==> config.mk <==
export PLATFORM = sky130hd
export DESIGN_NAME = neo_input_conditioner
export DESIGN_NICKNAME = d
export VERILOG_FILES = /design/src/rtl/neo_input_conditioner.sv
export SDC_FILE = /design/constraint.sdc
export NUM_CORES = 1
export LEC_CHECK = 0
export BUFFER_PORTS_ARGS = -buffer_cell sky130_fd_sc_hd__buf_2
export CAP_MARGIN = 10
export CORE_UTILIZATION = 45
export CTS_CLUSTER_DIAMETER = 30
export DETAILED_ROUTE_END_ITERATION = 7
export GPL_TIMING_DRIVEN = 0
export SLEW_MARGIN = 20
export SYNTH_ARGS = -nofsm -noshare
export SYNTH_HDL_FRONTEND = slang
export SYNTH_SLANG_ARGS = --single-unit
==> constraint.sdc <==
create_clock -name clk -period 2.85 [get_ports clk]
set_clock_uncertainty 0.2 [all_clocks]
set_input_delay 0.57 -clock clk [delete_from_list [all_inputs] [get_ports clk]]
set_output_delay 0.57 -clock clk [all_outputs]
set_load 0.05 [all_outputs]
==> src/rtl/neo_input_conditioner.sv <==
// neo_input_conditioner: turns BL616 pad words into active-low NeoGeo player/system/start/coin signals
// with sampled debounce, SOCD cleaning, per-button autofire and a one-shot coin pulse per player.
module neo_input_conditioner #(
  parameter int NUM_PLAYERS = 2,
  parameter int SAMPLE_DIV = 96000,
  parameter int DEB_DEPTH = 4,
  parameter int AUTOFIRE_TICKS = 33,
  parameter int COIN_PULSE_TICKS = 50,
  parameter int COIN_GAP_TICKS = 50,
  parameter int SOCD_NEUTRAL = 1
) (
  input  logic                     clk,
  input  logic                     reset,
  input  logic [16*NUM_PLAYERS-1:0] joy,
  input  logic [4*NUM_PLAYERS-1:0]  af_en,
  input  logic [1:0]                dipsw,
  output logic [8*NUM_PLAYERS-1:0]  neo_p,
  output logic [7:0]                neo_system,
  output logic [NUM_PLAYERS-1:0]    neo_start_n,
  output logic [NUM_PLAYERS-1:0]    neo_coin_n
);
  localparam int NB = 12 * NUM_PLAYERS;
  localparam int TW = $clog2(SAMPLE_DIV);
  localparam int AW = $clog2(AUTOFIRE_TICKS + 1);
  localparam int CW = $clog2((COIN_PULSE_TICKS > COIN_GAP_TICKS ? COIN_PULSE_TICKS : COIN_GAP_TICKS) + 1);
  typedef enum logic [1:0] {IDLE, PULSE, GAP} coin_t;
  logic [TW-1:0] tcnt;
  logic tick;
  logic unused_joy;
  logic [NB-1:0][DEB_DEPTH-1:0] sr, sr_nxt;
  logic [NB-1:0] stable, stable_nxt;
  logic [NUM_PLAYERS-1:0] phase, af_held, ud, lr, start_nxt, coin_nxt;
  logic [NUM_PLAYERS-1:0][AW-1:0] af_cnt;
  logic [NUM_PLAYERS-1:0][CW-1:0] coin_cnt;
  coin_t coin_st [NUM_PLAYERS];
  logic [8*NUM_PLAYERS-1:0] p_nxt;
  assign tick = tcnt == TW'(SAMPLE_DIV - 1);
  assign unused_joy = ^joy;
  always_comb begin
    sr_nxt = '0;
    stable_nxt = stable;
    for (int b = 0; b < NB; b++) begin
      sr_nxt[b] = {sr[b][DEB_DEPTH-2:0], joy[16*(b/12) + b%12]};
      stable_nxt[b] = !tick ? stable[b] : &sr_nxt[b] ? 1'b1 : ~|sr_nxt[b] ? 1'b0 : stable[b];
    end
  end
  // Output terms come from the registered stable state so every output lags the stable update by one clock.
  always_comb begin
    {ud, lr, af_held, start_nxt, coin_nxt} = '0;
    p_nxt = '1;
    for (int p = 0; p < NUM_PLAYERS; p++) begin
      ud[p] = SOCD_NEUTRAL != 0 && stable[12*p+4] && stable[12*p+5];
      lr[p] = SOCD_NEUTRAL != 0 && stable[12*p+6] && stable[12*p+7];
      af_held[p] = |(af_en[4*p +: 4] & stable[12*p +: 4]);
      p_nxt[8*p+0] = ~(stable[12*p+4] & ~ud[p]);
      p_nxt[8*p+1] = ~(stable[12*p+5] & ~ud[p]);
      p_nxt[8*p+2] = ~(stable[12*p+6] & ~lr[p]);
      p_nxt[8*p+3] = ~(stable[12*p+7] & ~lr[p]);
      for (int k = 0; k < 4; k++)
        p_nxt[8*p+4+k] = ~(af_en[4*p+k] & stable[12*p+k] ? phase[p] : stable[12*p+k]);
      start_nxt[p] = ~stable[12*p+9];
      coin_nxt[p] = coin_st[p] != PULSE;
    end
  end
  always_ff @(posedge clk) begin
    if (reset) begin
      tcnt <= '0;
      sr <= '0;
      stable <= '0;
      af_cnt <= '0;
      phase <= '1;
      coin_cnt <= '0;
      for (int p = 0; p < NUM_PLAYERS; p++) coin_st[p] <= IDLE;
      neo_p <= '1;
      neo_system <= '1;
      neo_start_n <= '1;
      neo_coin_n <= '1;
    end else begin
      tcnt <= tick ? '0 : tcnt + 1'b1;
      if (tick) sr <= sr_nxt;
      stable <= stable_nxt;
      for (int p = 0; p < NUM_PLAYERS; p++) begin
        if (!af_held[p]) begin
          af_cnt[p] <= '0;
          phase[p] <= 1'b1;
        end else if (tick) begin
          af_cnt[p] <= af_cnt[p] == AW'(AUTOFIRE_TICKS - 1) ? '0 : af_cnt[p] + 1'b1;
          if (af_cnt[p] == AW'(AUTOFIRE_TICKS - 1)) phase[p] <= ~phase[p];
        end
        // Select edges are only seen from IDLE, so edges during PULSE/GAP are dropped.
        if (coin_st[p] == IDLE) begin
          if (stable_nxt[12*p+8] && !stable[12*p+8]) begin
            coin_st[p] <= PULSE;
            coin_cnt[p] <= '0;
          end
        end else if (tick) begin
          if (coin_cnt[p] == CW'(coin_st[p] == PULSE ? COIN_PULSE_TICKS - 1 : COIN_GAP_TICKS - 1)) begin
            coin_st[p] <= coin_st[p] == PULSE ? GAP : IDLE;
            coin_cnt[p] <= '0;
          end else coin_cnt[p] <= coin_cnt[p] + 1'b1;
        end
      end
      neo_p <= p_nxt;
      neo_start_n <= start_nxt;
      neo_coin_n <= coin_nxt;
      neo_system <= {~stable[10], ~stable[11], coin_nxt[1], coin_nxt[0], start_nxt[1], start_nxt[0], ~dipsw[1], ~dipsw[0]};
    end
  end
endmodule

==> impl_metrics.env, run 1 <==
export IMPL_path_clk_slew_ps=70
export IMPL_postLayoutSetupSlackWorst_ps=270.2
export IMPL_dieHeight_um=125.1
export IMPL_layout_common_cells="156 x dfxtp_1, 89 x nand3_1, 83 x buf_2, 79 x o21ai_0, 79 x a21oi_1"
export IMPL_cts_root_buf="clkbuf_16"
export IMPL_startpoint="tcnt[0]"
export IMPL_worstSetupEndpointType="register"
export IMPL_overflow=0
export IMPL_reg2reg_slack_ps=270
export IMPL_io_buffers=61
export IMPL_pre_cts_ws_ps=-368.1
export IMPL_syn_cell_area_sq_um=6820
export IMPL_slew_headroom=0.5157
export IMPL_hold_class="primary input to register"
export IMPL_grt_pass1_vias=6197
export IMPL_gp_congestion=0.8863
export IMPL_async_flop_share=0
export IMPL_synth_seq_cells=159
export IMPL_syn_to_final_growth_pct=16.79
export IMPL_vias_per_cell=6.257
export IMPL_drv_cap=0
export IMPL_vdd_drop_max_v=0.0005062
export IMPL_hold_viol_final=0
export IMPL_grt_pass1_wl_um=31950
export IMPL_worstMarginPinSlew_ps=726.5
export IMPL_status="finished, final reports clean"
export IMPL_yosysWarnings=0
export IMPL_critPathMaxFanout=10
export IMPL_drtPass1Iterations=7
export IMPL_crit_arrival_ps=2490
export IMPL_syn_area_per_cell_sq_um=8.800
export IMPL_core_sq_um=14640
export IMPL_initial_core_util=0.4657
export IMPL_start_kind="register"
export IMPL_pwr_density_cell_nw_per_um2=598.8
export IMPL_ios=72
export IMPL_synth_cell_types=55
export IMPL_reg2reg_depth=7
export IMPL_final_common_cell="dfxtp_1"
export IMPL_setup_viol_count_final=0
export IMPL_grt_setup_unrepaired="no"
export IMPL_holdWs_ps=104.6
export IMPL_endpoint="coin_st[0][1]"
export IMPL_dpl_hpwl_um=13640
export IMPL_finalCriticalPeriod_ps=2580
export IMPL_fmax_mhz=387.6
export IMPL_synth_edf_count=3
export IMPL_cp_required_ps=2760
export IMPL_p_leak_nw=2.684
export IMPL_drtIter0Drc=503
export IMPL_grt_start_max_net_pins=17
export IMPL_syn_inst=775
export IMPL_final_layout_size_suffix_gt1_frac=0.1582
export IMPL_worstReg2RegEnd="coin_st[0][1]"
export IMPL_cts_made_buffers=17
export IMPL_post_cts_buffers=0
export IMPL_criticalPathCategory="register to register"
export IMPL_r2r_start="tcnt[0]"
export IMPL_instances_no_fill=1050
export IMPL_dp_cells=1020
export IMPL_htreeDepth=4
export IMPL_clkLatencyLatePin_ps=430
export IMPL_grt_total_usage=0.2585
export IMPL_synth_ff_type="dfxtp_1"
export IMPL_cts_tree="built"
export IMPL_die_w_um=125.1
export IMPL_antenna_left=0
export IMPL_vias=6570
export IMPL_routed_wl_um=20020
export IMPL_cts_sinks=159
export IMPL_finalMaxSlewViolations=0
export IMPL_die_area_sq_um=15650
export IMPL_fin_crit_sh=0.9052
export IMPL_yosysSeqAreaShare=0.4711
export IMPL_fp_row_count=44
export IMPL_ctsResizeCount=0
export IMPL_num_antenna_cells=0
export IMPL_hold_buffers=0
export IMPL_wl_per_cell_um=19.07
export IMPL_syn_nets=828
export IMPL_drc_errors=0
export IMPL_antenna_found_initial=0
export IMPL_layout_nets=907
export IMPL_cts_buffer_depth=2
[cells by family (layout without fill, tap and decap cells)]
group                      after synthesis  after routing  synth area share
adders and majority gates                9              9           0.01651
and+or+nand+nor                        267            267            0.2231
buffers and inverters                   84            175           0.05852
AOI/OAI and AO/OA                      246            246            0.2179
DFF                                    159            159            0.4711
xor gates and xnor gates                10             10           0.01284
[through the flow]
| step | instance area [sq um] | util | TNS [ps] | power, mW |
|---|---|---|---|---|
| final | 7965 | 0.5439 | 0 | 4.770 |
| after global routing | 7965 | 0.5439 | 0 | 4.889 |
| after CTS | 7969 | 0.5442 | 0 | 4.784 |
| after detailed placement | 7356 | 0.5023 | -1359 | 2.428 |
| after global placement | 7356 | 0.5023 | -1012 | 2.424 |
| after floorplan | 6820 | - | 0 | 2.359 |
[power by group]
group          switching (mW)  internal [mW]  leakage, nW  total (mW)
Combinational          0.0998         0.0393         1.11       0.139
Sequential            0.00528           2.24         1.29        2.24
Clock                   0.954           1.43        0.290        2.39
Total                    1.06           3.71         2.68        4.77
[per-layer routing]
metal  wire length, um  share of wire  GRT usage
met1              8951           0.45     0.3332
met2              9556           0.48     0.4325
met3              1162          0.058    0.05049
met4               352          0.018    0.08895
met5                 0              0          0
[critical path: stages, from the launching register on]
cell and delay, ps:
dfxtp_1 360, ha_1 260, and4_1 340, and2_1 150
buf_2 170, nand2_1 210, buf_2 270, o21ai_0 290
[worst min-delay path by stage]
| stage | startpoint | to | cells after the start |
|---|---|---|---|
| after global routing | dipsw[1] | neo_system[1] | 2 |
| after detailed placement | stable[11] | neo_system[6] | 1 |
| final | dipsw[0] | neo_system[0] | 2 |
| after floorplan | stable[9] | neo_system[2] | 1 |
| after global placement | stable[21] | neo_system[3] | 1 |
| after CTS | dipsw[1] | neo_system[1] | 2 |
[registers in the layout, indices dropped and copies added (netlist names)]
signal	flops
af_cnt	12
sr	66
neo_system	8
coin_st	4
coin_cnt	12
phase	2
stable	22
neo_p	16
tcnt	17
[cell type report]
type	count	area, sq um
multi-input cells	532	3208
flip-flops and latches	159	3213
clock buffers	20	457.9
repair buffers	61	305.3
well taps	184	230.2
plain buffers	66	331.6
fillers	1361	6679
inverters	17	63.81
clock inverters	11	155.1
[cells in the mapped netlist (16+ instances only)]
cell type	n	area share
inv_1	16	0.0088
o21ai_0	79	0.058
and4_1	21	0.027
nand2_1	27	0.015
a21oi_1	79	0.058
buf_2	22	0.016
nand3_1	89	0.065
dfxtp_1	156	0.46
clkbuf_1	31	0.017
nor4_1	24	0.022
nor2_1	24	0.013
Note: power is estimated with default switching activity, not from simulation.
==> run 2, diff against run 1 <==
--- a/config.mk
+++ b/config.mk
@@ -5,12 +5,13 @@
 export SDC_FILE = /design/constraint.sdc
 export NUM_CORES = 1
 export LEC_CHECK = 0
-export BUFFER_PORTS_ARGS = -buffer_cell sky130_fd_sc_hd__buf_2
+export BUFFER_PORTS_ARGS = -buffer_cell sky130_fd_sc_hd__clkbuf_2
 export CAP_MARGIN = 10
 export CORE_UTILIZATION = 45
 export CTS_CLUSTER_DIAMETER = 30
 export DETAILED_ROUTE_END_ITERATION = 7
 export GPL_TIMING_DRIVEN = 0
+export RECOVER_POWER = 100
 export SLEW_MARGIN = 20
 export SYNTH_ARGS = -nofsm -noshare
 export SYNTH_HDL_FRONTEND = slang
==> impl_metrics.env, run 2 (synthesized netlist as in run 1, its figures left out) <==
export IMPL_vias_per_cell=6.110
export IMPL_dpl_hpwl_um=13660
export IMPL_syn_to_final_growth_pct=15.58
export IMPL_hold_buffers=0
export IMPL_finalCriticalPeriod_ps=2646
export IMPL_criticalPathCategory="register to register"
export IMPL_cp_required_ps=2960
export IMPL_final_common_cell="dfxtp_1"
export IMPL_dp_cells=1020
export IMPL_cts_sinks=159
export IMPL_postLayoutSetupSlackWorst_ps=203.9
export IMPL_critPathMaxFanout=10
export IMPL_worstSetupEndpointType="register"
export IMPL_ctsResizeCount=0
export IMPL_io_buffers=61
export IMPL_ios=72
export IMPL_pwr_density_cell_nw_per_um2=585.9
export IMPL_clkLatencyLatePin_ps=420
export IMPL_drtIter0Drc=512
export IMPL_top_regs="sr (66), stable (22), tcnt (17)"
export IMPL_start_kind="register"
export IMPL_die_w_um=125.1
export IMPL_p_seq_frac=0.485
export IMPL_hold_class="primary input to register"
export IMPL_core_sq_um=14640
export IMPL_p_sw_mw=1.014
export IMPL_grt_setup_unrepaired="no"
export IMPL_instances_no_fill=1049
export IMPL_drv_cap=0
export IMPL_internal_power_mw=3.604
export IMPL_cts_made_buffers=17
export IMPL_cts_buffer_depth=2
export IMPL_worstMarginPinSlew_ps=779.5
export IMPL_final_layout_size_suffix_gt1_frac=0.1225
export IMPL_setup_tns_ps=0
export IMPL_regMostFlops="sr"
export IMPL_power_share_clock=0.485
export IMPL_fmax_mhz=377.9
export IMPL_overflow=0
export IMPL_drc_errors=0
export IMPL_r2r_start="tcnt[0]"
export IMPL_grt_total_usage=0.2570
export IMPL_layout_common_cells="156 x dfxtp_1, 89 x nand3_1, 80 x o21ai_0, 79 x a21oi_1, 64 x clkbuf_1"
export IMPL_holdPathEnd="neo_system[1]"
export IMPL_routed_wl_um=19800
export IMPL_initial_core_util=0.4657
export IMPL_grt_start_max_net_pins=17
export IMPL_htreeDepth=4
export IMPL_grt_pass1_wl_um=31420
export IMPL_p_leak_nw=2.636
export IMPL_dieHeight_um=125.1
export IMPL_comb_power_share=0.030
export IMPL_pre_cts_ws_ps=-376.3
export IMPL_gp_congestion=0.8866
export IMPL_hold_viol_final=0
export IMPL_antenna_found_initial=0
export IMPL_path_clk_slew_ps=60
export IMPL_layout_nets=907
export IMPL_drtPass1Iterations=7
export IMPL_min_delay_start="dipsw[1]"
export IMPL_fin_crit_sh=0.9285
export IMPL_status="finished, final reports clean"
export IMPL_antenna_left=0
export IMPL_reg2reg_slack_ps=200
export IMPL_whs_path_depth=2
export IMPL_grt_pass1_vias=6078
export IMPL_vias=6409
export IMPL_setup_viol_count_final=0
export IMPL_cts_tree="built"
export IMPL_finalMaxSlewViolations=0
export IMPL_p_sw_frac=0.2196
export IMPL_vdd_drop_max_v=0.0004858
export IMPL_largest_reg_flops=66
export IMPL_worstReg2RegEnd="tcnt[5]"
export IMPL_fp_row_count=44
export IMPL_holdWs_ps=98.22
export IMPL_post_cts_buffers=0
export IMPL_wl_per_cell_um=18.87
export IMPL_num_antenna_cells=0
export IMPL_reg2reg_depth=7
export IMPL_die_area_sq_um=15650
export IMPL_cts_root_buf="clkbuf_16"
export IMPL_slew_headroom=0.4748
export IMPL_crit_arrival_ps=2760
## run 2: cell count changes in the layout (fill, tap and decap cells not counted), moves of 2 or more
cell | before | now
buf_1 | 2 | 0
buf_2 | 83 | 17
clkbuf_1 | 32 | 64
clkbuf_2 | 0 | 37
clkbuf_8 | 0 | 2
clkinvlp_4 | 3 | 1
## run 2: per-layer routing
| layer | track usage | wire length, um |
|---|---|---|
| met1 | 0.3250 | 8829 |
| met2 | 0.4295 | 9428 |
| met3 | 0.05777 | 1157 |
| met4 | 0.09326 | 381 |
| met5 | 0 | 0 |
## run 2: critical path, stage by stage (launching register included)
cell	delay [ps]
dfxtp_1	350
ha_1	260
and4_1	340
nand2_2	150
buf_6	170
o21ai_0	630
buf_2	350
nor2_1	70
## run 2: power groups by stage
stage / clock network (mW) / logic, mW / registers, mW
after floorplan: 0 / 0.0612 / 2.30
after global placement: 0 / 0.133 / 2.29
after detailed placement: 0 / 0.136 / 2.29
after CTS: 2.27 / 0.137 / 2.24
after global routing: 2.37 / 0.148 / 2.24
final: 2.24 / 0.137 / 2.24
## run 2: worst max-delay path by stage
stage	startpoint	end	slack, ps	cells after the start
CTS	reset	coin_st[0][0]	70	6
finish	tcnt[0]	tcnt[5]	200	7
floorplan	reset	coin_st[0][0]	700	5
detailed placement	reset	coin_st[0][1]	-380	6
global placement	reset	coin_st[0][1]	-310	6
global route	tcnt[0]	tcnt[4]	70	7
## run 2: area by class of cell
type / count / area, sq um
multi-input cells: 532 / 3208
inverters: 17 / 63.81
clock buffers: 21 / 460.4
fillers: 1383 / 6761
plain buffers: 66 / 326.6
clock inverters: 9 / 110.1
well taps: 184 / 230.2
repair buffers: 61 / 270.3
flip-flops and latches: 159 / 3213
## run 2: metrics by stage
stage	power [mW]	util	cell area, sq um
after floorplan	2.359	-	6820
after global placement	2.424	0.5023	7356
after detailed placement	2.428	0.5023	7356
after CTS	4.651	0.5413	7926
after global routing	4.756	0.5383	7883
final	4.618	0.5383	7883
==> run 3, diff against run 2 <==
--- a/config.mk
+++ b/config.mk
@@ -11,6 +11,7 @@
 export CTS_CLUSTER_DIAMETER = 30
 export DETAILED_ROUTE_END_ITERATION = 7
 export GPL_TIMING_DRIVEN = 0
+export PLACE_DENSITY = 0.76
 export RECOVER_POWER = 100
 export SLEW_MARGIN = 20
 export SYNTH_ARGS = -nofsm -noshare
==> impl_metrics.env, run 3 (synthesized netlist as in run 1, its figures left out) <==
export IMPL_gr_max_usage_layer="met2"
export IMPL_hold_class="primary input to register"
export IMPL_critPathMaxFanout=10
export IMPL_layout_common_cells="156 x dfxtp_1, 89 x nand3_1, 80 x o21ai_0, 79 x a21oi_1, 64 x clkbuf_1"
export IMPL_top_regs="sr (66), stable (22), tcnt (17)"
export IMPL_vias_per_cell=6.124
export IMPL_status="complete, but fails checks"
export IMPL_multi_input_area_sq_um=3206
export IMPL_gp_congestion=0.8648
export IMPL_start_kind="primary input"
export IMPL_num_antenna_cells=0
export IMPL_die_w_um=125.1
export IMPL_critPathTopFamily="buffers and inverters"
export IMPL_criticalPathCategory="primary input to register"
export IMPL_grt_start_max_net_pins=17
export IMPL_dieHeight_um=125.1
export IMPL_path_clk_slew_ps=60
export IMPL_hold_buffers=0
export IMPL_regMostFlops="sr"
export IMPL_die_area_sq_um=15650
export IMPL_routed_wl_um=18430
export IMPL_slowest_delay_ps=480
export IMPL_drtIter0Drc=538
export IMPL_crit_buf_inv=5
export IMPL_vdd_drop_max_v=0.0003664
export IMPL_final_common_cell="dfxtp_1"
export IMPL_grt_total_usage=0.2408
export IMPL_wl_per_cell_um=17.52
export IMPL_drc_errors=2
export IMPL_cts_made_buffers=17
export IMPL_nFillCells=1353
export IMPL_worstSetupEndpointType="register"
export IMPL_hold_viol_final=0
export IMPL_reg2reg_slack_ps=200
export IMPL_overflow=0
export IMPL_cp_required_ps=2760
export IMPL_setup_tns_ps=0
export IMPL_pre_cts_ws_ps=-265.9
export IMPL_ios=72
export IMPL_use_met3=0.05049
export IMPL_cts_tree="built"
export IMPL_slew_headroom=0.4541
export IMPL_grt_pass1_wl_um=29900
export IMPL_placed_area_sq_um=7356
export IMPL_postLayoutSetupSlackWorst_ps=120.4
export IMPL_drv_cap=0
export IMPL_layout_nets=908
export IMPL_grtUsageMet1=0.3042
export IMPL_setup_viol_count_final=0
export IMPL_worstMarginPinSlew_ps=810.3
export IMPL_crit_arrival_ps=2640
export IMPL_path_cells="clkbuf_1, clkbuf_1, clkinv_1, clkbuf_1, clkbuf_1, o21ai_0"
export IMPL_fp_row_count=44
export IMPL_path_common_cell="clkbuf_1"
export IMPL_io_buffers=61
export IMPL_core_sq_um=14640
export IMPL_drtPass1Iterations=8
export IMPL_use_met2=0.3950
export IMPL_finalCriticalPeriod_ps=2730
export IMPL_fin_crit_sh=0.9578
export IMPL_register_area_sq_um=3213
export IMPL_power_mw=4.920
export IMPL_ctsResizeCount=0
export IMPL_finalMaxSlewViolations=0
export IMPL_initial_core_util=0.4657
export IMPL_dpl_hpwl_um=12450
export IMPL_clkLatencyLatePin_ps=440
export IMPL_cts_sinks=159
export IMPL_post_cts_buffers=0
export IMPL_holdWs_ps=91.78
export IMPL_cts_buffer_depth=2
export IMPL_final_layout_size_suffix_gt1_frac=0.1244
export IMPL_cts_root_buf="clkbuf_16"
export IMPL_p_leak_nw=2.673
export IMPL_fmax_mhz=366.4
export IMPL_pwr_density_cell_nw_per_um2=616.5
export IMPL_syn_to_final_growth_pct=17.01
export IMPL_htreeDepth=4
export IMPL_largest_reg_flops=66
export IMPL_violations="DRC"
export IMPL_grt_setup_unrepaired="no"
export IMPL_stdcell_area_sq_um=7980
export IMPL_antenna_found_initial=0
export IMPL_cpMaxStageDelayCell="clkbuf_1"
export IMPL_grt_pass1_vias=5857
export IMPL_antenna_left=0
export IMPL_vias=6442
run 3: cell count changes in the layout (fill, tap and decap cells not counted), sizes merged:
cell / change
inv: -1
bufinv: +2
clkinvlp: +2
clkinv: -1
buf: -5
clkbuf: +6
run 3: routing by layer:
layer	part of all wire	wire [um]
met3	0.066	1216
met2	0.47	8707
met5	0	0
met1	0.43	8001
met4	0.027	505
run 3: where the power goes:
part / internal (mW) / switching, mW / leakage, nW
combinational: 0.0384 / 0.0949 / 1.07
sequential: 2.24 / 0.00519 / 1.29
clock: 1.60 / 0.950 / 0.319
total: 3.87 / 1.05 / 2.67
run 3: cell type report:
type,instances,area share
Buffer,67,0.04139
Clock buffer,21,0.06162
Clock inverter,11,0.02211
Inverter,17,0.007996
Multi-Input combinational cell,532,0.4017
Sequential cell,159,0.4026
Tap cell,184,0.02885
Timing Repair Buffer,61,0.03371
run 3: path summary, 6_finish.rpt:
kind / end / start / cells past startpoint
worst max-delay path: coin_st[0][1] / reset / 6
worst max register to register: tcnt[5] / tcnt[0] / 7
worst min register to register: neo_system[3] / stable[21] / 1
worst min-delay path: neo_system[0] / dipsw[0] / 2
run 3: metrics by stage:
| step | utilization | instances |
|---|---|---|
| after CTS | 0.5479 | 1052 |
| after global routing | 0.5449 | 1052 |
| after floorplan | - | 775 |
| after detailed placement | 0.5023 | 1020 |
| final | 0.5449 | 1052 |
| after global placement | 0.5023 | 1020 |
